### src/rtl/sha256_msg_sched.sv
// SHA-256 message-schedule generator: loads a 16-word block, then emits W_t for
// rounds 0..63 from a sliding 16-word window, one word per round_en advance.
module sha256_msg_sched (
    input  logic        clk,
    input  logic        reset,
    input  logic [31:0] word_in,
    input  logic        word_valid,
    output logic        word_ready,
    input  logic        round_en,
    output logic [31:0] w_t,
    output logic        w_valid,
    output logic [5:0]  round_idx,
    output logic        done
);

    typedef enum logic {LOAD, RUN} state_t;

    state_t             state;
    state_t             state_next;
    logic [15:0][31:0]  window;
    logic [3:0]         ld_cnt;
    logic               accept;
    logic               advance;
    logic               last_round;
    logic [31:0]        w_new;

    function automatic logic [31:0] rotr(input logic [31:0] x, input int n);
        return (x >> n) | (x << (32 - n));
    endfunction

    function automatic logic [31:0] sigma0(input logic [31:0] x);
        return rotr(x, 7) ^ rotr(x, 18) ^ (x >> 3);
    endfunction

    function automatic logic [31:0] sigma1(input logic [31:0] x);
        return rotr(x, 17) ^ rotr(x, 19) ^ (x >> 10);
    endfunction

    always_comb begin
        accept     = (state == LOAD) && word_valid;
        advance    = (state == RUN) && round_en;
        last_round = advance && (round_idx == 6'd63);
        // Window slot 0 is W_{t}, so W_{t+16} draws on slots 14, 9, 1 and 0.
        w_new      = sigma1(window[14]) + window[9] + sigma0(window[1]) + window[0];
    end

    always_ff @(posedge clk or posedge reset) begin
        if (reset) begin
            state <= LOAD;
        end else begin
            state <= state_next;
        end
    end

    always_comb begin
        state_next = state;
        word_ready = 1'b0;
        w_valid    = 1'b0;
        case (state)
            LOAD: begin
                word_ready = 1'b1;
                if (accept && (ld_cnt == 4'd15)) begin
                    state_next = RUN;
                end
            end
            RUN: begin
                w_valid = 1'b1;
                if (last_round) begin
                    state_next = LOAD;
                end
            end
            default: state_next = LOAD;
        endcase
    end

    always_ff @(posedge clk or posedge reset) begin
        if (reset) begin
            window    <= '0;
            ld_cnt    <= '0;
            round_idx <= '0;
            w_t       <= '0;
            done      <= 1'b0;
        end else begin
            done <= last_round;
            if (accept) begin
                window <= {word_in, window[15:1]};
                ld_cnt <= ld_cnt + 4'd1;
                // Slot 1 becomes slot 0 after this shift, i.e. W0 of the block.
                if (ld_cnt == 4'd15) begin
                    w_t <= window[1];
                end
            end else if (advance) begin
                if (last_round) begin
                    round_idx <= '0;
                end else begin
                    window    <= {w_new, window[15:1]};
                    round_idx <= round_idx + 6'd1;
                    w_t       <= window[1];
                end
            end
        end
    end

endmodule

### config.mk
export PLATFORM = sky130hd
export DESIGN_NAME = sha256_msg_sched
export DESIGN_NICKNAME = d
export VERILOG_FILES = /design/src/rtl/sha256_msg_sched.sv
export SDC_FILE = /design/constraint.sdc
export NUM_CORES = 2
export LEC_CHECK = 0
export CAP_MARGIN = 20
export CORE_AREA = 3 3 219 221
export DETAILED_ROUTE_END_ITERATION = 10
export DIE_AREA = 0 0 222 224
export PLACE_DENSITY = 0.72
export SYNTH_ARGS = -nofsm -noshare
export SYNTH_HDL_FRONTEND = slang
export SYNTH_SLANG_ARGS = --single-unit
### constraint.sdc
create_clock -name clk -period 55.7 [get_ports clk]
set_input_delay 11.14 -clock clk [delete_from_list [all_inputs] [get_ports clk]]
set_output_delay 11.14 -clock clk [all_outputs]
set_load 0.005 [all_outputs]
[Yosys cells after proc, flatten, opt, wreduce, memory -nomap -nowiden]
Index checks and enable logic that the tools add are counted.
Cells by class
  multiplexer cells: 13
  add/subtract/negate cells: 5
  bitwise gates (word level): 10
  equal/unequal tests: 4
  reductions and logical operators: 8
Operators by type and width (count)
  two-way mux 512 bit: 3
  two-way mux 32 bit: 4
  adder 32 bit: 3
  bitwise XOR 32 bit: 2
  bitwise OR 13 x 32 -> 32 bit: 1
  bitwise OR 14 x 32 -> 32 bit: 1
  bitwise OR 15 x 32 -> 32 bit: 1
  bitwise OR 25 x 32 -> 32 bit: 1
  bitwise XOR 32 x 22 -> 32 bit: 1
  bitwise XOR 32 x 29 -> 32 bit: 1
  adder 6 x 1 -> 6 bit, second input constant: 1
  equality test 6 bit, second input constant: 1
  two-way mux 6 bit: 1
  adder 4 x 1 -> 4 bit, second input constant: 1
  equality test 4 bit, second input constant: 1
  logical AND 1 bit: 4
  two-way mux 1 bit: 4
  AND reduction 2 bit: 2
  AND reduction 3 bit: 1
  inequality test 2 x 1 -> 1 bit, second input constant: 1
  inequality test 2 bit, second input constant: 1
  inverter 1 bit: 2
  case mux 1 bit (2 select lines): 1
  nonzero test 2 bit: 1
Storage, ports and cells
  flip-flop bits (word level): 556
  output and inout bits: 41
  word-level logic and storage cells: 61
  input port bits: 36

[Longest topological paths before layout]
  depth in word-level cells: 9
  depth in mapped cells: 18
  mapped depth without buffers: 17

[Worst setup path before layout]
OpenSTA, ideal clock, no wires.
  path type: input port to flip-flop
  from: input port round_en
  to: register w_t[0]
  stages on the path: 10
  buffers on the path: 3
  setup slack: 42785 ps
  required time: 55575 ps
  arrival: 12790 ps
  library setup time: 125 ps
  path through: and3_1 > and3_4 > and3_1 > buf_2 > a21oi_4 > nand2_1 > and2_1 > buf_2 > buf_6 > mux2_4
Between the ends
  word-level cells in the longest chain between the ends: 4
  elaborated cells on any way between the ends: 5
  those cells by class: 1 x eq/ne; 4 x reduce/logical
RTL lines
  start, declared: RTL line 9  | input logic round_en,
  logical AND 1 bit: RTL line 41  | advance = (state == RUN) && round_en;
  logical AND 1 bit: RTL line 42  | last_round = advance && (round_idx == 6'd63);
  named net last_round: RTL line 24  | logic last_round;
  inequality test 2 bit (no line)
  AND reduction 3 bit (no line)
  end signal, assigned: RTL line 90  | w_t <= window[1];
  end signal, assigned: RTL line 98  | w_t <= window[1];
  end, declared: RTL line 10  | output logic [31:0] w_t,
The timed path passes the listed nets, and every way through them passes these cells.
A chain may end at the register's enable or synchronous reset.

[Worst setup path in the final report]
  from: input port round_en
  to: register window[263] (netlist bit)
Between the ends
  word-level cells in the longest chain between the ends: 4
  elaborated cells on any way between the ends: 5
  those cells by class: 1 x eq/ne; 4 x reduce/logical
RTL lines
  logical AND 1 bit *: RTL line 41
  logical AND 1 bit: RTL line 42
  inequality test 2 bit (no line)
  AND reduction 2 bit (no line) *
  end signal, assigned: RTL line 86  | window <= {word_in, window[15:1]};
  end signal, assigned: RTL line 96  | window <= {w_new, window[15:1]};
  end, declared: RTL line 20  | logic [15:0][31:0] window;
Every way passes the cells marked *; elsewhere a longest branch is shown, timed or not.

==> results.md <==
- Outcome: finished clean
- Leading area contributor after synthesis: dfrtp_1
- Most frequent cells after synthesis: 1323 x nand2_1, 556 x dfrtp_1, 136 x clkbuf_1
- EDFF count, synth: 0
- Layout fillers: slightly below 4000
- Remaining DRCs: 0
- Critical path class: in -> reg
- Full die area: ~50000 sq um
- Die height: ~220 um
- Min-Delay Path Class: reg -> reg
- Core region area: approximately 46000 sq um
- Vias in the first global route: roughly 17000
- Critical Path Source Type: input port
- Final hold vios: 0
- Vias/cell: 5.22
- First-pass GRT wire length: 97100 um
- Post-detail-place hpwl: 40500 um
- Clk_lat worst skew: between 0.6 and 0.7 ns
- RSZ-0062 raised after global routing: false
- Clock Pin Slew Worst Setup and Hold Paths: ~0.06 ns
- Clock Path Buffers: 3
- Post-CTS setup buffer count: 0
- # H-tree levels: 2
- Ys Warns: 0
- Max Freq: around 66 MHz
- Worst Tran Pin Value: roughly 1.0 ns
- Max transition margin: 0.309
- Initial Util: 0.545
- Final period util: 0.272
- # port buffers: 76
- Arr. time, crit path: about 16 ns
- Final ANT Viol Nets: 0
- Die W: 222 um
- Clock Skews: 0.0204 ns
- Max FO, Critical Path: around 250
- Hold-fix buffers at CTS: 0
- Synth Net Count: 2902
- Post-Synthesis Cell Area: 25300 sq um
- Worst EP required: approximately 56 ns
- Gate Count Post-Synth: about 2800
- Largest net degree at the start of global routing: roughly 250
- Final nets: 2877
- Async SR Flop Fraction: 1.00
- GRT overflow: 0
- Row Count: roughly 80
- TritonCTS clock tree: done
- Reg area: 13900 sq um
- Clock Root Buffer: clkbuf_16
- Netlist cell types: 46
- Seq/Total Area, Yosys: 0.550
- Final Max Slew Viols: 0
- Total global-route track usage: 0.250
- Post-route setup TNS: 0 ns
- Antenna violations before repair: 1
- Final GP Congestion: 0.901
- Post-synthesis area per instance: between 9 and 10 sq um
- Routed len/inst: between 15 and 20 um
- Synth top area share: 0.550
- Area delta synth->final: 11.5%
- Final Critical Period: ~15 ns
- Max-cap violations: 0
- # resized after CTS: 0
- WL final: between 60000 and 70000 um
- IO Pins: just under 80
- Via count: about 18000
- Ant. Diodes: 0
- Clk sink count: approximately 560
- Most used DFF post-synth: dfrtp_1
- Iteration-0 DRC Markers: ~1600
- Share of layout cells above drive strength 1: 0.0523
- Register bit total from synthesis: approximately 560
- Worst setup EP type: register
- First-pass DRT Iterations: 5
- Num CTS Buffers: 56
- Area of the multi-input gates: a little over 10000 sq um
- Final setup violation count: 0
- Most frequent cell after synthesis: nand2_1
- Area contributors post-synth: dfrtp_1 55%, nand2_1 20%, fa_1 4.9%, xnor2_1 3.3%, o21ai_0 2.4%
## sequential cells by signal (all words and copies together) (netlist names)
signal / count
done: 1
window: 512
state: 1
round_idx: 6
w_t: 32
ld_cnt: 4
## worst paths after layout
path	startpoint	to	slack, ns	depth (start not counted)
max	round_en	window[263]	40.57	9
min	window[270]	window[238]	0.46	2
max reg2reg	window[473]	window[504]	50.65	14
min reg2reg	window[270]	window[238]	0.46	2
max in group asynchronous	reset	window[477]	42.32	4
min in group asynchronous	reset	w_t[22]	11.06	2
## per-stage QoR
stage,area [sq um],hold slack (ns),util,worst slack [ns],instances
6_report,28200,0.455,0.608,40.57,3396
2_1_floorplan,25300,0.439,-,29.01,2771
4_1_cts,28100,0.462,0.606,40.61,3392
5_1_grt,28200,0.473,0.608,40.13,3396
3_5_place_dp,26200,0.448,0.566,39.95,3291
3_3_place_gp,26200,0.446,0.566,40.09,3291
## critical path, stage by stage
cell and delay [ns]:
clkdlybuf4s50_1 0.49, and3_1 0.18, and3_4 0.20, and3_1 0.32
a21o_4 0.56, buf_4 0.66, buf_12 0.78, buf_4 0.88
o21ai_0 0.20
## layout by cell type, fill, tap and decap left out, types with 3 or more instances in the layout
cell type and instances:
clkinv_2 4, xnor2_1 95, a21o_1 12, clkbuf_1 18
xor2_1 54, o22ai_1 3, a21oi_1 53, clkdlybuf4s50_1 76
buf_4 11, clkinv_4 4, and3_1 6, clkbuf_16 56
a22oi_1 8, nand2_1 1323, fa_1 62, mux2_2 3
or3_1 4, mux2_4 30, clkbuf_8 12, nor2b_1 3
mux2i_1 3, buf_12 4, nand4_1 7, ha_1 33
o21ai_0 121, inv_1 129, a221o_1 3, nand3_1 12
buf_16 3, o211ai_1 5, a31oi_1 14, dfrtp_1 556
bufinv_16 4, nor2_1 29
## layout make-up
type                            count  share of cell area
Timing Repair Buffer               94              0.0357
Inverter                          130              0.0176
Tap cell                          607              0.0269
Multi-Input combinational cell   1908               0.360
Clock buffer                       86              0.0580
Sequential cell                   556               0.494
Clock inverter                     15             0.00790
## routing by layer
layer	wire length (um)	vias to the layer above	track usage
li1	-	8473	-
met1	27500	8697	0.359
met2	27400	439	0.381
met3	3910	110	0.0529
met4	2180	2	0.0881
met5	14	-	0
## cells by family after synthesis
group | Yosys count | share of synthesized area
XOR/XNOR | 149 | 0.0516
multiplexers | 36 | 0.0203
adder cells (fa/ha/maj) | 95 | 0.0654
flip-flops | 556 | 0.550
buffers and inverters | 307 | 0.0483
AO/OA/AOI/OAI | 235 | 0.0535
AND/OR/NAND/NOR | 1393 | 0.211
Power is left out: the tool's default activity adds up to more than one toggle a clock period on the data nets, which glitch-free logic cannot reach.
